<file path="src/rtl/pid_mc_pkg.sv">
// Shared types and arithmetic helpers for the multi-channel PID controller.
// Saturation helpers work on a 64-bit signed carrier; callers truncate to their width.
package pid_mc_pkg;

    localparam int DEF_NCH = 4;
    localparam int DEF_W   = 13;
    localparam int DEF_SHW = 4;

    typedef enum logic [2:0] {
        S_IDLE = 3'd0,
        S_ERR  = 3'd1,
        S_INT  = 3'd2,
        S_MUL  = 3'd3,
        S_SHF  = 3'd4,
        S_SUM  = 3'd5,
        S_OUT  = 3'd6
    } state_t;

    // Saturate x into the signed range of a w-bit word.
    function automatic logic signed [63:0] sat_w(input logic signed [63:0] x, input int w);
        logic signed [63:0] hi;
        logic signed [63:0] lo;
        hi = (64'sd1 <<< (w - 1)) - 64'sd1;
        lo = -hi - 64'sd1;
        if (x > hi) return hi;
        if (x < lo) return lo;
        return x;
    endfunction

    // Symmetric magnitude clamp to [-lim, lim].
    function automatic logic signed [63:0] clamp_lim(input logic signed [63:0] x,
                                                     input logic signed [63:0] lim);
        if (x > lim)  return lim;
        if (x < -lim) return -lim;
        return x;
    endfunction

endpackage

</file>
<file path="src/rtl/pid_mc_if.sv">
// Sample handshake and result bus between the feedback sampler, the PID core and the PWM side.
interface pid_mc_if #(
    parameter int NCH = 4,
    parameter int W   = 13
);
    localparam int CHW = $clog2(NCH);

    logic                  in_valid;
    logic                  in_ready;
    logic [CHW-1:0]        in_chan;
    logic signed [W-1:0]   pos_d;
    logic signed [W-1:0]   pos;
    logic signed [W-1:0]   vel_d;
    logic signed [W-1:0]   vel;

    logic                  out_valid;
    logic [CHW-1:0]        out_chan;
    logic signed [W-1:0]   pwm;
    logic                  dir;
    logic signed [W-1:0]   err;
    logic signed [W-1:0]   int_err;

    modport master (
        output in_valid, in_chan, pos_d, pos, vel_d, vel,
        input  in_ready, out_valid, out_chan, pwm, dir, err, int_err
    );

    modport slave (
        input  in_valid, in_chan, pos_d, pos, vel_d, vel,
        output in_ready, out_valid, out_chan, pwm, dir, err, int_err
    );
endinterface

</file>
<file path="src/rtl/pid_shift_sat.sv">
// Floor (arithmetic) right shift of a double-width product, saturated back to W bits.
module pid_shift_sat
    import pid_mc_pkg::*;
#(
    parameter int W   = DEF_W,
    parameter int SHW = DEF_SHW
) (
    input  logic signed [2*W-1:0] din,
    input  logic [SHW-1:0]        sh,
    output logic signed [W-1:0]   dout
);
    logic signed [2*W-1:0] shifted;

    always_comb begin
        shifted = din >>> sh;
        dout    = W'(sat_w(64'(shifted), W));
    end
endmodule

</file>
<file path="src/rtl/pid_mc.sv">
// Time-multiplexed PID core: one sample walks ERR->INT->MUL->SHF->SUM->OUT,
// with per-channel error history and integrator held in flops.
module pid_mc
    import pid_mc_pkg::*;
#(
    parameter int NCH = DEF_NCH,
    parameter int W   = DEF_W,
    parameter int SHW = DEF_SHW
) (
    input  logic                    clk,
    input  logic                    reset,
    pid_mc_if.slave                 bus,
    input  logic [NCH-1:0]          mode,
    input  logic [NCH*W-1:0]        kp_n,
    input  logic [NCH*W-1:0]        ki_n,
    input  logic [NCH*W-1:0]        kd_n,
    input  logic [NCH*SHW-1:0]      kp_sh,
    input  logic [NCH*SHW-1:0]      ki_sh,
    input  logic [NCH*SHW-1:0]      kd_sh,
    input  logic signed [W-1:0]     int_lim,
    input  logic signed [W-1:0]     pwm_max,
    input  logic                    clr_valid,
    input  logic [$clog2(NCH)-1:0]  clr_chan
);
    localparam int CHW = $clog2(NCH);

    state_t                 state_q, state_d;
    logic [CHW-1:0]         chan_q, chan_d;
    logic                   chan_ok_q, chan_ok_d;
    logic                   kill_q, kill_d;
    logic signed [W-1:0]    a_q, a_d, b_q, b_d;
    logic signed [W-1:0]    int_lim_q, int_lim_d, pwm_max_q, pwm_max_d;
    logic signed [W-1:0]    gain_q [3], gain_d [3];
    logic [SHW-1:0]         shamt_q [3], shamt_d [3];
    logic signed [W-1:0]    e_q, e_d, inew_q, inew_d, de_q, de_d;
    logic signed [2*W-1:0]  prod_q [3], prod_d [3];
    logic signed [W-1:0]    term_q [3], term_d [3];
    logic signed [W-1:0]    term_w [3];
    logic                   out_valid_q, out_valid_d, dir_q, dir_d;
    logic [CHW-1:0]         out_chan_q, out_chan_d;
    logic signed [W-1:0]    pwm_q, pwm_d, err_q, err_d, int_err_q, int_err_d;

    logic [NCH*W-1:0]       int_mem_flat, err_prev_flat;
    logic signed [W-1:0]    mem_int, mem_prev;
    logic signed [W-1:0]    sel_a, sel_b, sel_kp, sel_ki, sel_kd;
    logic [SHW-1:0]         sel_psh, sel_ish, sel_dsh;
    logic                   clr_hit, wb_en;
    logic signed [W+1:0]    sum_w;

    // Per-channel selection of the offered sample and of the in-flight channel's state.
    always_comb begin
        sel_a = '0; sel_b = '0; sel_kp = '0; sel_ki = '0; sel_kd = '0;
        sel_psh = '0; sel_ish = '0; sel_dsh = '0;
        mem_int = '0; mem_prev = '0;
        for (int c = 0; c < NCH; c++) begin
            if (bus.in_chan == CHW'(c)) begin
                sel_a   = mode[c] ? bus.vel_d : bus.pos_d;
                sel_b   = mode[c] ? bus.vel   : bus.pos;
                sel_kp  = kp_n[c*W +: W];
                sel_ki  = ki_n[c*W +: W];
                sel_kd  = kd_n[c*W +: W];
                sel_psh = kp_sh[c*SHW +: SHW];
                sel_ish = ki_sh[c*SHW +: SHW];
                sel_dsh = kd_sh[c*SHW +: SHW];
            end
            if (chan_q == CHW'(c)) begin
                mem_int  = int_mem_flat[c*W +: W];
                mem_prev = err_prev_flat[c*W +: W];
            end
        end
    end

    assign clr_hit = clr_valid && (clr_chan == chan_q);
    assign wb_en   = (state_q == S_SUM) && chan_ok_q && !kill_q && !clr_hit;

    for (genvar gi = 0; gi < 3; gi++) begin : g_term
        pid_shift_sat #(.W(W), .SHW(SHW)) u_shift_sat (
            .din  (prod_q[gi]),
            .sh   (shamt_q[gi]),
            .dout (term_w[gi])
        );
    end

    always_comb begin
        state_d   = state_q;   chan_d    = chan_q;    chan_ok_d = chan_ok_q;
        kill_d    = kill_q;    a_d       = a_q;       b_d       = b_q;
        int_lim_d = int_lim_q; pwm_max_d = pwm_max_q;
        e_d       = e_q;       inew_d    = inew_q;    de_d      = de_q;
        out_valid_d = out_valid_q; out_chan_d = out_chan_q; dir_d = dir_q;
        pwm_d     = pwm_q;     err_d     = err_q;     int_err_d = int_err_q;
        for (int k = 0; k < 3; k++) begin
            gain_d[k]  = gain_q[k];
            shamt_d[k] = shamt_q[k];
            prod_d[k]  = prod_q[k];
            term_d[k]  = term_q[k];
        end
        sum_w = (W+2)'(term_q[0]) + (W+2)'(term_q[1]) + (W+2)'(term_q[2]);

        case (state_q)
            S_IDLE: begin
                if (bus.in_valid) begin
                    state_d    = S_ERR;
                    chan_d     = bus.in_chan;
                    chan_ok_d  = ({1'b0, bus.in_chan} < (CHW+1)'(NCH));
                    kill_d     = clr_valid && (clr_chan == bus.in_chan);
                    a_d        = sel_a;
                    b_d        = sel_b;
                    int_lim_d  = int_lim;
                    pwm_max_d  = pwm_max;
                    gain_d[0]  = sel_kp;  gain_d[1]  = sel_ki;  gain_d[2]  = sel_kd;
                    shamt_d[0] = sel_psh; shamt_d[1] = sel_ish; shamt_d[2] = sel_dsh;
                end
            end
            S_ERR: begin
                state_d = S_INT;
                kill_d  = kill_q || clr_hit;
                e_d     = W'(sat_w(64'(a_q) - 64'(b_q), W));
            end
            S_INT: begin
                state_d = S_MUL;
                kill_d  = kill_q || clr_hit;
                inew_d  = W'(clamp_lim(sat_w(64'(mem_int) + 64'(e_q), W), 64'(int_lim_q)));
                de_d    = W'(sat_w(64'(e_q) - 64'(mem_prev), W));
            end
            S_MUL: begin
                state_d   = S_SHF;
                kill_d    = kill_q || clr_hit;
                prod_d[0] = (2*W)'(gain_q[0]) * (2*W)'(e_q);
                prod_d[1] = (2*W)'(gain_q[1]) * (2*W)'(inew_q);
                prod_d[2] = (2*W)'(gain_q[2]) * (2*W)'(de_q);
            end
            S_SHF: begin
                state_d = S_SUM;
                kill_d  = kill_q || clr_hit;
                for (int k = 0; k < 3; k++) term_d[k] = term_w[k];
            end
            S_SUM: begin
                state_d     = S_OUT;
                out_valid_d = 1'b1;
                out_chan_d  = chan_q;
                if (chan_ok_q) begin
                    pwm_d     = W'(clamp_lim(sat_w(64'(sum_w), W + 2), 64'(pwm_max_q)));
                    err_d     = e_q;
                    int_err_d = inew_q;
                end else begin
                    pwm_d     = '0;
                    err_d     = '0;
                    int_err_d = '0;
                end
                dir_d = !pwm_d[W-1];
            end
            S_OUT: begin
                state_d     = S_IDLE;
                out_valid_d = 1'b0;
            end
            default: state_d = S_IDLE;
        endcase
    end

    always_ff @(posedge clk or posedge reset) begin
        if (reset) begin
            state_q   <= S_IDLE; chan_q  <= '0; chan_ok_q <= 1'b0; kill_q <= 1'b0;
            a_q       <= '0;     b_q     <= '0; int_lim_q <= '0;   pwm_max_q <= '0;
            e_q       <= '0;     inew_q  <= '0; de_q      <= '0;
            out_valid_q <= 1'b0; out_chan_q <= '0; dir_q <= 1'b1;
            pwm_q     <= '0;     err_q   <= '0; int_err_q <= '0;
            for (int k = 0; k < 3; k++) begin
                gain_q[k] <= '0; shamt_q[k] <= '0; prod_q[k] <= '0; term_q[k] <= '0;
            end
        end else begin
            state_q   <= state_d;   chan_q  <= chan_d;  chan_ok_q <= chan_ok_d; kill_q <= kill_d;
            a_q       <= a_d;       b_q     <= b_d;     int_lim_q <= int_lim_d; pwm_max_q <= pwm_max_d;
            e_q       <= e_d;       inew_q  <= inew_d;  de_q      <= de_d;
            out_valid_q <= out_valid_d; out_chan_q <= out_chan_d; dir_q <= dir_d;
            pwm_q     <= pwm_d;     err_q   <= err_d;   int_err_q <= int_err_d;
            for (int k = 0; k < 3; k++) begin
                gain_q[k] <= gain_d[k]; shamt_q[k] <= shamt_d[k];
                prod_q[k] <= prod_d[k]; term_q[k]  <= term_d[k];
            end
        end
    end

    // Channel history; a clear on the same edge overrides the SUM writeback.
    for (genvar gi = 0; gi < NCH; gi++) begin : g_mem
        logic signed [W-1:0] int_mem_q, int_mem_d, err_prev_q, err_prev_d;

        always_comb begin
            int_mem_d  = int_mem_q;
            err_prev_d = err_prev_q;
            if (wb_en && (chan_q == CHW'(gi))) begin
                int_mem_d  = inew_q;
                err_prev_d = e_q;
            end
            if (clr_valid && (clr_chan == CHW'(gi))) begin
                int_mem_d  = '0;
                err_prev_d = '0;
            end
        end

        always_ff @(posedge clk or posedge reset) begin
            if (reset) begin
                int_mem_q  <= '0;
                err_prev_q <= '0;
            end else begin
                int_mem_q  <= int_mem_d;
                err_prev_q <= err_prev_d;
            end
        end

        assign int_mem_flat[gi*W +: W]  = int_mem_q;
        assign err_prev_flat[gi*W +: W] = err_prev_q;
    end

    assign bus.in_ready  = (state_q == S_IDLE);
    assign bus.out_valid = out_valid_q;
    assign bus.out_chan  = out_chan_q;
    assign bus.pwm       = pwm_q;
    assign bus.dir       = dir_q;
    assign bus.err       = err_q;
    assign bus.int_err   = int_err_q;

endmodule

</file>
<file path="src/flat_wrapper.sv">
// flat-port wrapper written by rule: the top's interface ports become plain ports
module pid_mc_flat import pid_mc_pkg::*;
#(
    parameter int NCH = DEF_NCH,
    parameter int W   = DEF_W,
    parameter int SHW = DEF_SHW
)
  (clk, reset, mode, kp_n, ki_n, kd_n, kp_sh, ki_sh, kd_sh, int_lim, pwm_max, clr_valid, clr_chan, bus_in_valid, bus_in_chan, bus_pos_d, bus_pos, bus_vel_d, bus_vel, bus_in_ready, bus_out_valid, bus_out_chan, bus_pwm, bus_dir, bus_err, bus_int_err);
  pid_mc_if #(.NCH(NCH), .W(W)) bus_i ();
  input  logic clk;
  input  logic reset;
  input  logic [NCH-1:0] mode;
  input  logic [NCH*W-1:0] kp_n;
  input  logic [NCH*W-1:0] ki_n;
  input  logic [NCH*W-1:0] kd_n;
  input  logic [NCH*SHW-1:0] kp_sh;
  input  logic [NCH*SHW-1:0] ki_sh;
  input  logic [NCH*SHW-1:0] kd_sh;
  input  logic signed [W-1:0] int_lim;
  input  logic signed [W-1:0] pwm_max;
  input  logic clr_valid;
  input  logic [$clog2(NCH)-1:0] clr_chan;
  input wire logic [$bits(bus_i.in_valid)-1:0] bus_in_valid;
  input wire logic [$bits(bus_i.in_chan)-1:0] bus_in_chan;
  input wire logic [$bits(bus_i.pos_d)-1:0] bus_pos_d;
  input wire logic [$bits(bus_i.pos)-1:0] bus_pos;
  input wire logic [$bits(bus_i.vel_d)-1:0] bus_vel_d;
  input wire logic [$bits(bus_i.vel)-1:0] bus_vel;
  output wire logic [$bits(bus_i.in_ready)-1:0] bus_in_ready;
  output wire logic [$bits(bus_i.out_valid)-1:0] bus_out_valid;
  output wire logic [$bits(bus_i.out_chan)-1:0] bus_out_chan;
  output wire logic [$bits(bus_i.pwm)-1:0] bus_pwm;
  output wire logic [$bits(bus_i.dir)-1:0] bus_dir;
  output wire logic [$bits(bus_i.err)-1:0] bus_err;
  output wire logic [$bits(bus_i.int_err)-1:0] bus_int_err;
  assign bus_i.in_valid = bus_in_valid;
  assign bus_i.in_chan = bus_in_chan;
  assign bus_i.pos_d = bus_pos_d;
  assign bus_i.pos = bus_pos;
  assign bus_i.vel_d = bus_vel_d;
  assign bus_i.vel = bus_vel;
  assign bus_in_ready = bus_i.in_ready;
  assign bus_out_valid = bus_i.out_valid;
  assign bus_out_chan = bus_i.out_chan;
  assign bus_pwm = bus_i.pwm;
  assign bus_dir = bus_i.dir;
  assign bus_err = bus_i.err;
  assign bus_int_err = bus_i.int_err;
  pid_mc #(.NCH(NCH), .W(W), .SHW(SHW)) u_core (.clk(clk), .reset(reset), .bus(bus_i), .mode(mode), .kp_n(kp_n), .ki_n(ki_n), .kd_n(kd_n), .kp_sh(kp_sh), .ki_sh(ki_sh), .kd_sh(kd_sh), .int_lim(int_lim), .pwm_max(pwm_max), .clr_valid(clr_valid), .clr_chan(clr_chan));
endmodule
</file>
<file path="config.mk">
export PLATFORM = sky130hd
export DESIGN_NAME = pid_mc_flat
export DESIGN_NICKNAME = d
export VERILOG_FILES = /design/src/rtl/pid_mc_pkg.sv /design/src/rtl/pid_mc_if.sv /design/src/rtl/pid_shift_sat.sv /design/src/rtl/pid_mc.sv /design/src/flat_wrapper.sv
export SDC_FILE = /design/constraint.sdc
export NUM_CORES = 2
export LEC_CHECK = 0
export CORE_ASPECT_RATIO = 0.9
export CORE_MARGIN = 3
export CORE_UTILIZATION = 40
export CTS_CLUSTER_DIAMETER = 60
export DETAILED_ROUTE_END_ITERATION = 16
export HOLD_SLACK_MARGIN = 0.05
export PLACE_DENSITY = 0.63
export SYNTH_ARGS = -nofsm -noshare
export SYNTH_HDL_FRONTEND = slang
export SYNTH_SLANG_ARGS = --single-unit
</file>
<file path="constraint.sdc">
create_clock -name clk -period 20.6 [get_ports clk]
set_input_delay 5.15 -clock clk [delete_from_list [all_inputs] [get_ports clk]]
set_output_delay 5.15 -clock clk [all_outputs]
set_load 0.1 [all_outputs]
</file>
=== After elaboration in Yosys (flattened, before gate mapping) ===
Index checks and enable logic that the tools add are counted.
Widths: inputs -> output; s select.

* Logic and storage cells: 271
* Input bits: 294
* Register bits: 413

* $mul: 3
* Order comparisons: 18
* Equal/unequal tests: 18
* Multiplexer cells: 155
* Reduce and logical (&&, ||, !) cells: 30
* $add $sub $neg: 7
* Shift operators: 3

{| class="wikitable"
|+ Operators by type and width
! operator !! count
|-
| $mux 13 || 84
|-
| $mux 64 || 11
|-
| $gt 64x13->1 || 2
|-
| $lt 64x64->1 || 2
|-
| $neg 13->64 || 2
|-
| $gt 26x13->1 const B || 3
|-
| $lt 26x13->1 const B || 3
|-
| $mul 13x13->26 || 3
|-
| $sshr 26x4->26 || 3
|-
| $gt 64x13->1 const B || 1
|-
| $lt 64x13->1 const B || 1
|-
| $mux 4 || 12
|-
| $mux 1 || 44
|-
| $add 13x13->14 || 2
|-
| $gt 14x13->1 const B || 2
|-
| $lt 14x13->1 const B || 2
|-
| $sub 13x13->14 || 2
|-
| $pmux 3 s6 || 1
|-
| $add 14x13->15 || 1
|-
| $gt 15x15->1 const B || 1
|-
| $lt 15x15->1 const B || 1
|-
| $logic_and 1x1->1 || 13
|-
| $eq 2x2->1 const B || 6
|-
| $reduce_bool 2->1 || 6
|-
| 14 further kinds || 26
|}

=== Logic depth before layout (Yosys ltp) ===
* Depth after elaboration: 25
* Depth in mapped cells: 25

=== Hierarchy ===
From an unflattened synthesis, not the netlist that was laid out.

* Cells, all modules: 4773
* Area total of the unflattened synthesis: 47126.4 sq um

{| class="wikitable"
|+ Modules (own cells, without submodules)
! module !! area each (sq um) !! sequential area each (sq um) !! instances !! cells each
|-
| pid_mc || 43151.4 || 10336.2 || 1 || 4305
|-
| pid_shift_sat || 1325.0 || 0.0 || 3 || 156
|}

=== Worst setup path before layout ===
No wires, ideal clock.

* Path type: register to output
* Start: register u_core.state_q[2]
* End: output bus_in_ready
* Required time: 15450 ps
* Cell stages (with the launch flop): 3
* Data arrival time: 2635 ps
* Path buffers: 1
* Slack: 12815 ps
* Path through: dfrtp_1 -> clkbuf_1 -> nor3_1

* Cells in the longest elaborated chain, start to end: 1

{| class="wikitable"
|+ RTL lines
! item !! RTL line !! RTL
|-
| from (decl) || pid_mc.sv:27 || <nowiki>state_t state_q, state_d;</nowiki>
|-
| from (signal assigned) || pid_mc.sv:171 || <nowiki>state_q <= state_d; chan_q <= chan_d; chan_ok_q <= chan_ok_d; kill_q <= kill_d;</nowiki>
|-
| $logic_not 3->1 || pid_mc.sv:214 || <nowiki>assign bus.in_ready = (state_q == S_IDLE);</nowiki>
|-
| to (decl) || flat_wrapper.sv:29 || <nowiki>output wire logic [$bits(bus_i.in_ready)-1:0] bus_in_ready;</nowiki>
|}

No other way between the ends.

==> flow_summary.yaml <==
run_status:
  status: "finished, final reports clean"
global_route:
  overflow: 0
  grt_pass1_wl_um: 203000
  antenna_found_initial: 5
  grt_max_degree: 90
  grt_use_total: 0.210
  grt_pass1_vias: 36300
logic_synthesis:
  synth_area_leaders: "dfrtp_1, fa_1, ha_1"
  synth.ff_latch_count: 413
  syn_area_per_cell_um2: 9.62
  yosysTopAreaCell: "dfrtp_1"
  syn_area_mm2: 0.0467
  async_reset_ff_frac: 1.00
  seq_area_frac_synth: 0.222
  syn_inst: 4850
  yosysTopAreaCellShare: 0.221
  yosysUniqueCellTypes: 96
  ys_warn_count: 0
  synth_edf_count: 0
  netlist_top_cells_count: "nand2_1, inv_1, fa_1, dfrtp_1, ha_1"
  synth_ff_type: "dfrtp_1"
  syn_nets: 6056
  yosysMostFrequentCell: "nand2_1"
sta:
  period_minus_slack_ns: 8.09
  finalCritPeriodShare: 0.393
  tightest_slew_ns: 1.26
  setup_viol: 0
  hold_viol_final: 0
  slew_violations: 0
  finalClockSkew_ns: 0.0357
  rsz0062_at_grt: "false"
  fin_setup_tns_ns: 0
  fmax_mhz: 124
  slew_headroom: 0.161
setup_path:
  path_class: "in2async"
  critPathMaxFanout: 89
  critPathMaxStageDelay_ns: 0.83
  crit_top_cell: "buf_4"
  cp-start-kind: "primary input"
  end_kind: "asynchronous set/reset pin"
  required_ns: 21.25
  rr_startpoint: "u_core.chan_q[0]$_DFFE_PP0P_"
  startpoint: "reset"
  arrival_ns: 8.74
  cpMaxStageDelayCell: "buf_4"
  path_cells: "clkdlybuf4s50_1 -> inv_8 -> buf_4 -> buf_4 -> buf_4"
place:
  gp_congestion: 0.866
  portBuffers: 337
  dp_hpwl_um: 99300
worst_hold_path:
  holdCritPathClass: "reg2reg"
  min_from: "u_core.bus.int_err[6]$_DFFE_PP0P_"
drt:
  vias: 36000
  avgRoutedWirePerCell_um: 19.3
  dr.pass1.iters: 5
  post_drt_via_cell_ratio: 5.42
  routed_wl_um: 128000
  drc: 0
  drtAntennaViolNets: 0
  drtIter0Drc: 2486
floorplan:
  dieHeight_um: 330
  die_w_um: 366
  rows: 118
  core-area_mm2: 0.115
  die_area_mm2: 0.121
  ios: 338
  start_util: 0.404
cts:
  cts_sinks: 413
  hold_buffers: 0
  clk_pin_slew_ns: 0.06
  cts_resized: 0
  clockRootBuffer: "clkbuf_16"
  cts_max_level: 2
  cts_tree: "built"
  clockBufferDepth: 3
  post_cts_buffers: 0
  clock_latency_ns: 0.66
  cts_buffers: 54
cells_and_area:
  nets: 6233
  regArea_mm2: 0.0103
  drive_above_1_share: 0.0775
  area_growth_pct: 14.3
  multi_input_comb_area_mm2: 0.0331
  num-fill-cells: 11100
job:
  maxCapViolCount: 0
## worst max-delay path, delay by kind of cell
| kind | cells | cell delay [ns] |
|---|---|---|
| buffers and inverters | 5 | 3.40 |
## area by class of cell
type / instances / share of cell area
multi-input combinational: 3584 / 0.621
inverter: 573 / 0.0405
clock buffer: 65 / 0.0274
antenna: 1 / 0.0000469
clock inverter: 35 / 0.00896
timing repair buffer: 401 / 0.0722
tap: 1560 / 0.0366
sequential: 413 / 0.194
## final timing paths
kind | to | slack [ns] | cells after the start
setup reg to reg | u_core.inew_q[0]$_DFFE_PP0P_ | 13.16 | 21
setup / recovery | u_core.gain_q[0]$_DFFE_PP0P_ | 12.51 | 5
hold / removal | u_core.bus.int_err[6]$_DFFE_PP0P_ | 0.47 | 2
hold reg to reg | u_core.bus.int_err[6]$_DFFE_PP0P_ | 0.47 | 2
max in group clk | bus_in_ready | 12.51 | 2
min in group asynchronous | u_core.gain_q[38]$_DFFE_PP0P_ | 5.02 | 2
## flip-flops by register name (all words and copies together) (netlist names), 2 cells and up
register	flops
u_core.g_mem.err_prev_q	52
u_core.pwm_max_q	13
u_core.bus.int_err	13
u_core.term_q	39
u_core.inew_q	13
u_core.bus.pwm	13
u_core.de_q	13
u_core.int_lim_q	13
u_core.b_q	13
u_core.prod_q	78
u_core.bus.err	13
u_core.e_q	13
u_core.bus.out_chan	2
u_core.g_mem.int_mem_q	52
u_core.gain_q	39
u_core.shamt_q	12
u_core.chan_q	2
u_core.a_q	13
u_core.state_q	3
## routing by layer
| layer | GRT usage | wire length (um) | share of wire | up-vias |
|---|---|---|---|---|
| li1 | - | - | - | 16700 |
| met2 | 0.340 | 59100 | 0.46 | 960 |
| met1 | 0.294 | 57600 | 0.45 | 18100 |
| met4 | 0.0587 | 3570 | 0.028 | 4 |
| met5 | 0 | 25 | 0.00020 | - |
| met3 | 0.0337 | 7620 | 0.059 | 167 |
## cell usage in the layout (no fill, tap or decap), types with 55 or more instances in the layout
master	instances
a21o_1	55
a21oi_1	197
a22o_1	116
and2_1	204
buf_4	66
clkdlybuf4s50_1	335
dfrtp_1	411
fa_1	503
ha_1	409
inv_1	565
mux2_2	67
mux2i_1	126
mux4_2	104
nand2_1	674
nand2b_1	58
nand3_1	86
nor2_1	156
o21ai_0	168
o21ai_1	57
xnor2_1	84
## cell families after synthesis
| kind of cell | after synthesis | share of synthesized area |
|---|---|---|
| xor+xnor | 134 | 0.0252 |
| mux | 300 | 0.0943 |
| compound gates | 855 | 0.123 |
| simple gates | 1370 | 0.137 |
| fa+ha+maj | 925 | 0.328 |
| buf+inv | 853 | 0.0709 |
| flops | 413 | 0.222 |
## per-stage QoR
| step | std cells | hold slack (ns) | utilization | instance area (um^2) | setup slack [ns] |
|---|---|---|---|---|---|
| global placement | 6531 | 0.449 | 0.445 | 51400 | 11.71 |
| detailed placement | 6531 | 0.449 | 0.445 | 51400 | 11.71 |
| global route | 6632 | 0.492 | 0.462 | 53300 | 12.04 |
| finish | 6632 | 0.467 | 0.462 | 53300 | 12.51 |
| CTS | 6631 | 0.472 | 0.462 | 53300 | 12.39 |
| floorplan | 4850 | 0.431 | - | 46700 | 3.96 |
Power is left out: the tool's default activity adds up to more than one toggle a clock period on the data nets, which glitch-free logic cannot reach.
